### config.mk
export PLATFORM = sky130hd
export DESIGN_NAME = ps2_keyboard_rx
export DESIGN_NICKNAME = d
export VERILOG_FILES = /design/src/rtl/simon_pkg.sv /design/src/rtl/ps2_sync_filter.sv /design/src/rtl/ps2_keyboard_rx.sv
export SDC_FILE = /design/constraint.sdc
export NUM_CORES = 1
export LEC_CHECK = 0
export BUFFER_PORTS_ARGS = -buffer_cell sky130_fd_sc_hd__buf_4
export CAP_MARGIN = 10
export CORE_AREA = 2 2 76 96
export CTS_BUF_LIST = sky130_fd_sc_hd__clkbuf_4
export CTS_CLUSTER_DIAMETER = 60
export DETAILED_ROUTE_END_ITERATION = 10
export DIE_AREA = 0 0 78 98
export GPL_TIMING_DRIVEN = 1
export PLACE_DENSITY_LB_ADDON = 0.12
export SETUP_SLACK_MARGIN = 0.5
export SYNTH_ARGS = -nofsm -noshare
export SYNTH_HDL_FRONTEND = slang
export SYNTH_SLANG_ARGS = --single-unit
### constraint.sdc
create_clock -name clk -period 2.4 [get_ports clk]
set_input_delay 0.48 -clock clk [delete_from_list [all_inputs] [get_ports clk]]
set_output_delay 0.48 -clock clk [all_outputs]
set_load 0.02 [all_outputs]
### src/rtl/simon_pkg.sv
// ============================================================================
// Module      : simon_pkg
// Description : Shared definitions for the PS/2 keyboard receiver and the
//               game datapath: scan-code prefix bytes, receiver state
//               encoding, the key codes the datapath reacts to, and a parity
//               helper.
// Revision    : 1.0 - initial release
// ============================================================================
`default_nettype none

package simon_pkg;

  // Scan-code prefix bytes folded into a single key event
  localparam logic [7:0] PS2_BREAK = 8'hF0;
  localparam logic [7:0] PS2_EXT   = 8'hE0;

  // Key codes consumed by the game datapath
  localparam logic [7:0] KEY_GREEN  = 8'h1D;
  localparam logic [7:0] KEY_RED    = 8'h1C;
  localparam logic [7:0] KEY_YELLOW = 8'h1B;
  localparam logic [7:0] KEY_BLUE   = 8'h23;
  localparam logic [7:0] KEY_ENTER  = 8'h5A;

  // Device-to-host frame receiver states
  typedef enum logic [1:0] {
    RX_IDLE   = 2'd0,
    RX_DATA   = 2'd1,
    RX_PARITY = 2'd2,
    RX_STOP   = 2'd3
  } ps2_rx_state_e;

  // Odd parity holds when the data bits and the parity bit XOR to one.
  function automatic logic ps2_odd_parity_ok(input logic [7:0] data,
                                             input logic       par);
    return (^data) ^ par;
  endfunction

endpackage : simon_pkg

`default_nettype wire

### src/rtl/ps2_sync_filter.sv
// ============================================================================
// Module      : ps2_sync_filter
// Description : Conditions the raw PS/2 pins. Both pins pass through a
//               2-flop synchronizer; the clock line is then glitch filtered
//               and its falling edges are reported as a one-cycle pulse.
// Revision    : 1.0 - initial release
//
// Parameters  :
//   FILTER_LEN : consecutive differing samples needed to move the filtered
//                clock to a new level (2..16)
// Ports       :
//   clk      in  system clock
//   rst_n    in  asynchronous active-low reset
//   ps2_clk  in  raw PS/2 clock pin
//   ps2_data in  raw PS/2 data pin
//   fall     out one-cycle pulse on a falling edge of the filtered clock
//   data_s   out synchronized PS/2 data
// ============================================================================
`default_nettype none

module ps2_sync_filter #(
  parameter int FILTER_LEN = 4
) (
  input  logic clk,
  input  logic rst_n,
  input  logic ps2_clk,
  input  logic ps2_data,
  output logic fall,
  output logic data_s
);

  localparam int CNT_W = (FILTER_LEN > 2) ? $clog2(FILTER_LEN) : 1;
  localparam logic [CNT_W-1:0] CNT_LAST = CNT_W'(FILTER_LEN - 1);

  logic [1:0]       clk_sync;
  logic [1:0]       data_sync;
  logic             clk_filt;
  logic [CNT_W-1:0] filt_cnt;
  logic             clk_s;

  assign clk_s  = clk_sync[1];
  assign data_s = data_sync[1];

  // Synchronizers reset high to match an idle, pulled-up bus
  always_ff @(posedge clk or negedge rst_n) begin
    if (!rst_n) begin
      clk_sync  <= 2'b11;
      data_sync <= 2'b11;
    end else begin
      clk_sync  <= {clk_sync[0], ps2_clk};
      data_sync <= {data_sync[0], ps2_data};
    end
  end

  // The counter tracks how many samples in a row disagree with the filtered
  // level; any agreeing sample restarts the run, so short glitches vanish.
  always_ff @(posedge clk or negedge rst_n) begin
    if (!rst_n) begin
      clk_filt <= 1'b1;
      filt_cnt <= '0;
      fall     <= 1'b0;
    end else begin
      fall <= 1'b0;
      if (clk_s == clk_filt) begin
        filt_cnt <= '0;
      end else if (filt_cnt == CNT_LAST) begin
        clk_filt <= clk_s;
        filt_cnt <= '0;
        // New level is the complement of the old one, so an old high is a fall
        fall     <= clk_filt;
      end else begin
        filt_cnt <= filt_cnt + 1'b1;
      end
    end
  end

endmodule : ps2_sync_filter

`default_nettype wire

### src/rtl/ps2_keyboard_rx.sv
// ============================================================================
// Module      : ps2_keyboard_rx
// Description : PS/2 keyboard receiver. Deframes 11-bit device-to-host
//               frames, folds F0 (break) and E0 (extended) prefixes into a
//               single key event, and flags parity/stop/timeout errors.
// Revision    : 1.0 - initial release
//
// Build option:
//   PS2_PARITY_CHECK_EN : when defined, frames with bad odd parity raise
//                         frame_err and are discarded; when undefined the
//                         parity bit is captured but ignored.
//
// Parameters  :
//   FILTER_LEN     : PS/2 clock glitch filter length (2..16)
//   TIMEOUT_CYCLES : max clk cycles between falling ps2_clk edges in a frame
// Ports       :
//   clk           in  system clock
//   rst_n         in  asynchronous active-low reset
//   ps2_clk       in  raw PS/2 clock pin
//   ps2_data      in  raw PS/2 data pin
//   keycode       out last decoded scan code, prefixes stripped
//   make          out 1 = press, 0 = release
//   extended      out 1 when keycode was preceded by E0
//   keycode_ready out one-cycle strobe, outputs above updated with it
//   frame_err     out one-cycle strobe on parity, stop or timeout error
// ============================================================================
`default_nettype none

module ps2_keyboard_rx
  import simon_pkg::*;
#(
  parameter int FILTER_LEN     = 4,
  parameter int TIMEOUT_CYCLES = 50000
) (
  input  logic       clk,
  input  logic       rst_n,
  input  logic       ps2_clk,
  input  logic       ps2_data,
  output logic [7:0] keycode,
  output logic       make,
  output logic       extended,
  output logic       keycode_ready,
  output logic       frame_err
);

  localparam int TO_W = $clog2(TIMEOUT_CYCLES + 1);
  localparam logic [TO_W-1:0] TO_LAST = TO_W'(TIMEOUT_CYCLES - 1);

  logic            fall;
  logic            data_s;
  ps2_rx_state_e   state;
  logic [2:0]      bit_cnt;
  logic [7:0]      shift;
  logic            par_bit;
  logic [TO_W-1:0] to_cnt;
  logic            brk_flag;
  logic            ext_flag;
  logic            parity_ok;

  ps2_sync_filter #(
    .FILTER_LEN (FILTER_LEN)
  ) u_sync_filter (
    .clk      (clk),
    .rst_n    (rst_n),
    .ps2_clk  (ps2_clk),
    .ps2_data (ps2_data),
    .fall     (fall),
    .data_s   (data_s)
  );

`ifdef PS2_PARITY_CHECK_EN
  assign parity_ok = ps2_odd_parity_ok(shift, par_bit);
`else
  // Parity is still captured so the frame timing is identical in both builds
  logic parity_unused;
  assign parity_unused = ps2_odd_parity_ok(shift, par_bit);
  assign parity_ok     = 1'b1;
`endif

  always_ff @(posedge clk or negedge rst_n) begin
    if (!rst_n) begin
      state         <= RX_IDLE;
      bit_cnt       <= '0;
      shift         <= '0;
      par_bit       <= 1'b0;
      to_cnt        <= '0;
      brk_flag      <= 1'b0;
      ext_flag      <= 1'b0;
      keycode       <= 8'h00;
      make          <= 1'b0;
      extended      <= 1'b0;
      keycode_ready <= 1'b0;
      frame_err     <= 1'b0;
    end else begin
      keycode_ready <= 1'b0;
      frame_err     <= 1'b0;

      // Inter-edge watchdog: restarted by every edge, idle outside a frame
      if (fall) begin
        to_cnt <= '0;
      end else if (state != RX_IDLE) begin
        to_cnt <= to_cnt + 1'b1;
      end

      // An edge arriving on the expiry cycle wins over the timeout
      if (fall) begin
        unique case (state)
          RX_IDLE: begin
            if (!data_s) begin
              state   <= RX_DATA;
              bit_cnt <= '0;
            end
          end
          RX_DATA: begin
            shift   <= {data_s, shift[7:1]};
            bit_cnt <= bit_cnt + 1'b1;
            if (bit_cnt == 3'd7) begin
              state <= RX_PARITY;
            end
          end
          RX_PARITY: begin
            par_bit <= data_s;
            state   <= RX_STOP;
          end
          RX_STOP: begin
            state <= RX_IDLE;
            if (data_s && parity_ok) begin
              if (shift == PS2_EXT) begin
                ext_flag <= 1'b1;
              end else if (shift == PS2_BREAK) begin
                brk_flag <= 1'b1;
              end else begin
                keycode       <= shift;
                make          <= ~brk_flag;
                extended      <= ext_flag;
                keycode_ready <= 1'b1;
                brk_flag      <= 1'b0;
                ext_flag      <= 1'b0;
              end
            end else begin
              // A corrupted byte may have been part of a prefixed sequence
              frame_err <= 1'b1;
              brk_flag  <= 1'b0;
              ext_flag  <= 1'b0;
            end
          end
          default: state <= RX_IDLE;
        endcase
      end else if ((state != RX_IDLE) && (to_cnt == TO_LAST)) begin
        frame_err <= 1'b1;
        state     <= RX_IDLE;
        to_cnt    <= '0;
        brk_flag  <= 1'b0;
        ext_flag  <= 1'b0;
      end
    end
  end

endmodule : ps2_keyboard_rx

`default_nettype wire

==> run metrics, run 1 <==
CP max stage cell=or4_4; post-synthesis cell area=2300 um2; root cell of the clock tree=clkbuf_4; total core area=roughly 6800 um2; tightest slew margin relative to the limit=57.1%; final worst path period need=roughly 1.8 ns; site row count=34; cell type group with the largest total delay on the critical path=simple AND/OR/NAND/NOR gates; synthesized net count=200; maximum operating frequency=between 500 and 600 MHz; pin count of the biggest net entering global routing=52; number of buffers added by the clock tree synthesis step=5; critical path capture point type=flop; post-layout worst setup margin=0.632 ns; number of antenna violations at the first check in global routing=0; number of register bits inferred by synthesis=51; post-layout instance area=approximately 2600 um2; width of the die=78 um; height of the die=98 um; number of enable flip-flop cells after synthesis=0; Worst-Skew Late Latency=0.37 ns; Antenna Cells=0; via count of the first global-routing pass=1582; DP Area=2500 um2; critical path depth=6; most frequent cell after synthesis=dfrtp_1; Inst Count DP=289; endpoint of the most critical setup path=to_cnt[15]; number of DRC markers after the initial detailed-route iteration=39; clock tree sinks=51; primary flip-flop cell chosen by synthesis mapping=dfrtp_1; Required @ worst endpoint=2.66 ns; routed vias=around 1.5k; count of different cell masters after synthesis=44; top cell type's share of synthesized area=around 50%; Cell Count, Final, Fillers Out=301; max capacitance violation total=0; Final HPWL DP=3.14 mm; Slew Limit Fails=0; DRT Pass-1 Iters=4; fraction of final layout cells with drive strength greater than 1=28.0%; final weighted congestion in routability-driven placement=0.757; wire length of the first global-routing pass=7.82 mm; count of mapped cells out of synthesis=188; layout overhead on the synthesized area=14.1%; DR DRC count=0; Crit Reg-Reg Endpoint=to_cnt[15]; routed wirelength normalized by instance count=approximately 15 um; setup slack of the worst register-to-register path=approximately 0.63 ns; Hold Vio Cnt, Final=0; data arrival time at the worst-slack endpoint=2.02 ns; static power due to leakage=0.00122 uW; filler cell count in the final layout=675; origin of the critical flop-to-flop path=state[1]; Avg Inst Size Synth=12.2 um2; Worst Tran Pin Value=0.643 ns; number of warnings issued by yosys=0; peak supply drop=about 270 uV; total global-route track usage=12.9%; Async SR Flop Fraction=100%; global route overflow=0; TritonCTS clock tree=yes; leading cell types by total area after synthesis=dfrtp_1 (50%), mux2_2 (6.9%), dfstp_2 (5.7%); Critical path buffers and inverters=1; antenna violation net count after detailed routing=0; Total Negative Setup Slacks=0 ns; cell types with the highest counts after synthesis=dfrtp_1 (46), nor2_1 (21), mux2_2 (14); Worst Setup Start Kind=flop; I/O pin cnt=16; maximum number of buffers from clock root to sink=2; DR vias/cell=4.97; CTS HTree Levels=2; routed wire length=4.46 mm; ordered list of cells on the worst path=inv_1 > ha_4 > nand4b_4 > or4_4 > o2111ai_2 > o41ai_2; clock slew seen by the registers of the worst setup and hold paths=0.15 ns; Port Buf Inserts=15; Post-Route Skew=around 0.013 ns; library cell with the largest summed area after synthesis=dfrtp_1; number of cells on the worst reg-to-reg path=6; Crit path largest cell delay=0.45 ns; unrepaired setup endpoints after global routing=false; dpl ws=0.393 ns; net count of the finished layout=222; worst setup path class=flop to flop; worst hold path type=primary input to async pin; initial core utilization=about a third; final count of negative-setup-slack endpoints=0; die area=7640 um2; final core utilization=38.5%; worst-path maximum fanout=11; proportion of synthesized chip area in sequential cells=between 50 and 60%; period utilization=73.7%; Power per Cell Area=about 640 nW/um2; Worst setup startpoint=state[1]; run status=finished, final reports clean
cells in the final DEF, fill, tap and decap left out, types with 2 or more instances in the layout:
cell type  netlist  routed
nor4_1           2       2
nand3_1          3       3
o22a_1           3       3
dfrtp_1         46      46
inv_1            5       5
o31ai_1          2       2
nor3_1           4       4
o21ai_0          5       5
xnor2_1         12      12
mux2_2          14      14
a32o_1           2       2
o22ai_1          3       3
nand4b_1         3       3
clkbuf_4         0       5
inv_6            0       2
nand2_1         13      12
dfstp_2          5       5
a21oi_1          5       5
nor2_1          21      21
nand4_1          3       3
xor2_1           3       3
ha_1             8       7
buf_4            1      20
per-stage QoR:
stage | hold WS (ns) | total power, uW
2_1_floorplan | 0.184 | 1200
3_3_place_gp | 0.347 | 1250
3_5_place_dp | 0.347 | 1280
4_1_cts | 0.132 | 1700
5_1_grt | 0.132 | 1790
6_report | 0.117 | 1680
flip-flops by register name (all words and copies together), names as in the netlist, 2 cells and up:
name / flops
shift: 8
keycode: 8
u_sync_filter.data_sync: 2
u_sync_filter.clk_sync: 2
u_sync_filter.filt_cnt: 2
state: 2
to_cnt: 16
bit_cnt: 3
cell type report:
cell class	count	area [um2]	area share, %
clock buffer	5	37.5	1.43
inverter	5	18.8	0.717
clock inverter	3	22.5	0.860
sequential	51	1280	49.0
timing repair buffer	20	150	5.73
multi-input combinational	127	995	38.0
tap	90	113	4.30
how the worst min path moves through the flow:
stage / end / slack [ns] / cells after the start
CTS: ext_flag / 0.13 / 1
floorplan: bit_cnt[0] / 0.18 / 0
detailed placement: u_sync_filter.clk_sync[1] / 0.35 / 0
global route: keycode[1] / 0.13 / 1
finish: to_cnt[2] / 0.12 / 1
global placement: u_sync_filter.data_sync[1] / 0.35 / 0
worst register-to-register path: stages (launching register included):
cell,delay (ns)
dfrtp_1,0.41
inv_1,0.12
ha_4,0.22
nand4b_4,0.18
or4_4,0.45
o2111ai_2,0.19
o41ai_2,0.09
routing by layer:
| layer | global-route usage (%) | vias up | routed length, um |
|---|---|---|---|
| met5 | 0 | - | 0 |
| met4 | 3.91 | 0 | 28 |
| met3 | 2.96 | 3 | 133 |
| met2 | 22.6 | 25 | 2400 |
| met1 | 15.6 | 755 | 1900 |
| li1 | - | 713 | - |
report_power, final:
part           internal [uW]  switching, uW  total (uW)
clock network            121            286         407
logic                    121            138         259
registers                939           80.0        1020
total                   1180            503        1680
logic make-up after synthesis:
kind of cell	count (synthesis)	synth area share (%)
multiplexers	15	7.30
buffers and inverters	10	1.91
flip-flops	51	55.9
AO/OA/AOI/OAI	25	8.07
XOR/XNOR	15	5.72
adder cells (fa/ha/maj)	8	4.36
AND/OR/NAND/NOR	64	16.8
timing repair:
action,in CTS,in global routing
pin swaps,1,1
gates resized for setup,3,3
setup buffers,2,2
endpoints found under the setup margin,26,13
hold buffers,0,0
Power figures use the tool's default switching activity.
==> inputs of run 2 (changes only) <==
ABC_AREA = 1   (was default)
CORE_AREA = 2 2 78 98   (was 2 2 76 96)
DIE_AREA = 0 0 80 100   (was 0 0 78 98)
clock period = 1.55 ns   (was 2.4 ns; I/O delays follow)
==> run 2 against run 1 <==
Compared with the run above:
- synthesized area grew 5.4%
- total power up 48%
- first-iteration DRC count increased by 5.1%
- clock skew increased by 0.00056 ns
- clock-buffer cell count is the same
- combinational power grew 4%
- core utilization grew 9.0 points
- setup slack worse by 0.56 ns
- critical path type unchanged
- critical endpoint is now to_cnt[3]
- largest power group unchanged
- highest routed layer unchanged
==> run metrics, run 2 <==
run status=finished, final reports clean; routed wirelength normalized by instance count=12.5 um (-16%); TritonCTS clock tree=yes; root cell of the clock tree=clkbuf_4; Worst setup startpoint=state[0]; period utilization=95.2% (+22 points); ordered list of cells on the worst path=inv_2 > ha_4 > inv_4 > nand4_1 > inv_2 > buf_4 > or2_4 > nand3_2 > inv_1; cell types with the highest counts after synthesis=nand2_1 (66), dfrtp_1 (46), inv_1 (33); global route overflow=0 (unchanged); number of antenna violations at the first check in global routing=0 (unchanged); CTS HTree Levels=2 (unchanged); routed vias=1975 (+32%); Avg Inst Size Synth=8.71 um2 (-29%); DP Area=2800 um2 (+12%); routed wire length=5.40 mm (+21%); data arrival time at the worst-slack endpoint=1.75 ns (-0.27 ns); switching power=628 uW (+25%); CP max stage cell=dfrtp_1; total core area=7180 um2 (+5.5%); post-layout instance area=3410 um2 (+30%); net count of the finished layout=352 (+59%); destination of the worst hold path=u_sync_filter.data_sync[1]; sequential cell fraction of total power=57.8% (-2.7 points); worst-path maximum fanout=4 (-7); post-synthesis cell area=2420 um2 (+5.4%); DR DRC count=0 (unchanged); Cell Count, Final, Fillers Out=433 (+44%); initial core utilization=33.7% (about the same); Hold Vio Cnt, Final=0 (unchanged); Post-Route Skew=0.0132 ns (+0.000564 ns); width of the die=80 um (+2.6%); Antenna Cells=0 (unchanged); worst hold path type=flop to flop; fraction of final layout cells with drive strength greater than 1=37.8% (+9.9 points); worst setup path class=flop to flop; final count of negative-setup-slack endpoints=0 (unchanged); Worst-Skew Late Latency=0.37 ns (about the same); peak supply drop=554 uV (+100%); top cell type's share of synthesized area=47.5% (-2.6 points); number of DRC markers after the initial detailed-route iteration=41 (+5.1%); Worst Setup Start Kind=flop; clock tree sinks=51 (unchanged); number of buffers added by the clock tree synthesis step=5 (unchanged); leading cell types by total area after synthesis=dfrtp_1 (48%), nand2_1 (10%), dfstp_2 (5.4%); maximum operating frequency=678 MHz (+20%); Slew Limit Fails=0 (unchanged); pin count of the biggest net entering global routing=28 (-46%); Crit Reg-Reg Endpoint=to_cnt[3]; number of enable flip-flop cells after synthesis=0 (unchanged); origin of the worst min-delay path=u_sync_filter.data_sync[0]; number of warnings issued by yosys=0 (unchanged); count of different cell masters after synthesis=32 (-27%); instance count along the most critical hold path=0; most frequent cells in the layout=nand2_1 (57), dfrtp_1 (45), buf_4 (32); synthesized net count=290 (+45%); count of mapped cells out of synthesis=278 (+48%); Port Buf Inserts=15 (unchanged); Design Power=2490 uW (+48%); cell internal power dissipation=1860 uW (+57%); power share of the clock group=31.3% (+7.2 points); proportion of total power due to net switching=25.3% (-4.6 points); maximum number of buffers from clock root to sink=2 (unchanged); final core utilization=47.4% (+9.0 points); proportion of synthesized chip area in sequential cells=53.0% (-2.9 points); register bank with the most flops=to_cnt; critical path capture point type=flop; cell repeated most along the worst path=inv_2; Crit path largest cell delay=0.43 ns (-0.02 ns); max capacitance violation total=0 (unchanged); number of flip-flops under the largest register name=16 (unchanged); Power per Cell Area=730 nW/um2 (+14%); DRT Pass-1 Iters=4 (unchanged); library cell with the largest summed area after synthesis=dfrtp_1; Final HPWL DP=3.59 mm (+14%); Required @ worst endpoint=1.82 ns (-0.84 ns); DR vias/cell=4.56 (-8.2%); clock slew seen by the registers of the worst setup and hold paths=0.14 ns (about the same); wire length of the first global-routing pass=8.98 mm (+15%); unrepaired setup endpoints after global routing=true; origin of the critical flop-to-flop path=state[0]; via count of the first global-routing pass=1944 (+23%); tightest slew margin relative to the limit=75.4% (+18 points); primary flip-flop cell chosen by synthesis mapping=dfrtp_1; Comb pwr share=10.8% (-4.5 points); Inst Count DP=393 (+36%); total global-route track usage=14.3% (+1.5 points); I/O pin cnt=16 (unchanged); largest registers=to_cnt: 16 flops, keycode: 8 flops, shift: 8 flops; Worst Tran Pin Value=0.369 ns (-0.274 ns); die area=8000 um2 (+4.7%); static power due to leakage=0.00166 uW (+37%); height of the die=100 um (+2.0%); worst hold slack=0.366 ns (+0.249 ns); site row count=35 (+2.9%); number of register bits inferred by synthesis=51 (unchanged); number of cells on the worst reg-to-reg path=9 (+3); antenna violation net count after detailed routing=0 (unchanged); Async SR Flop Fraction=100% (unchanged); most frequent cell after synthesis=nand2_1; most common cell after layout, fill and taps aside=nand2_1; setup slack of the worst register-to-register path=0.07 ns (-0.56 ns); final weighted congestion in routability-driven placement=0.798 (+5.4%); final worst path period need=1.48 ns (-0.293 ns); layout overhead on the synthesized area=40.7%
-- run 2: cell count changes in the layout (fill, tap and decap cells not counted), moves of 10 or more --
cell,change
mux2_2,-14
nand3_1,+10
inv_1,+21
buf_6,+19
xnor2_1,-11
nand2_1,+45
o21ai_1,+15
buf_4,+12
-- run 2: worst max-delay path by stage --
stage | end | slack, ns | cells after the start
after CTS | to_cnt[15] | 0.04 | 8
final | to_cnt[3] | 0.07 | 9
after detailed placement | to_cnt[15] | -0.03 | 8
after floorplan | brk_flag | 0.17 | 10
after global placement | to_cnt[15] | 0.01 | 8
after global routing | to_cnt[15] | -0.05 | 8
-- run 2: timing repair --
| action | in CTS | in global routing |
|---|---|---|
| hold endpoints to repair | 20 | 2 |
| setup endpoints to repair | 55 | 55 |
| pin swaps | 8 | 20 |
| cloned | 2 | 1 |
| buffers inserted | 18 | 8 |
| resized for setup | 40 | 37 |
| hold buffers | 1 | 2 |
-- run 2: through the flow --
step / setup TNS [ns] / worst slack [ns]
6_report: 0 / 0.0749
5_1_grt: -0.201 / -0.0511
4_1_cts: 0 / 0.0449
3_5_place_dp: -0.0297 / -0.0297
3_3_place_gp: 0 / 0.0104
2_1_floorplan: 0 / 0.167
-- run 2: critical path, delay by kind of cell, from the launching register on --
kind                     cells  cell delay [ns]
buffers and inverters        5             0.39
AND/OR/NAND/NOR              3             0.40
flip-flops                   1             0.43
adder cells (fa/ha/maj)      1             0.18
-- run 2: kinds of logic (layout without fill, tap and decap cells) --
logic type | Yosys count | in the layout | share of synthesized area (%)
AO/OA/AOI/OAI | 30 | 30 | 6.98
adder cells (fa/ha/maj) | 8 | 8 | 4.13
AND/OR/NAND/NOR | 143 | 144 | 27.1
XOR/XNOR | 5 | 5 | 1.81
multiplexers | 1 | 1 | 0.465
buffers and inverters | 40 | 102 | 6.56
flip-flops | 51 | 51 | 53.0
-- run 2: area by class of cell --
class                   count  area, um2
repair buffers             58        564
fillers                   715       3770
well taps                  92        115
flip-flops and latches     51       1280
multi-input cells         188       1230
inverters                  36        138
clock buffers               5       37.5
clock inverters             3       42.5
-- run 2: layer usage --
| layer | part of all wire, % | track usage, % | vias to the layer above |
|---|---|---|---|
| li1 | - | - | 1015 |
| met1 | 46 | 17.8 | 942 |
| met3 | 1.9 | 2.70 | 5 |
| met2 | 51 | 25.3 | 13 |
| met5 | 0 | 0 | - |
| met4 | 0.98 | 3.91 | 0 |
-- run 2: power groups by stage --
stage                     clock [uW]  sequential [uW]  combinational [uW]
after global placement             0             1460                 212
after CTS                        818             1440                 255
after detailed placement           0             1470                 215
after floorplan                    0             1460                 133
after global routing             866             1440                 305
final                            780             1440                 270
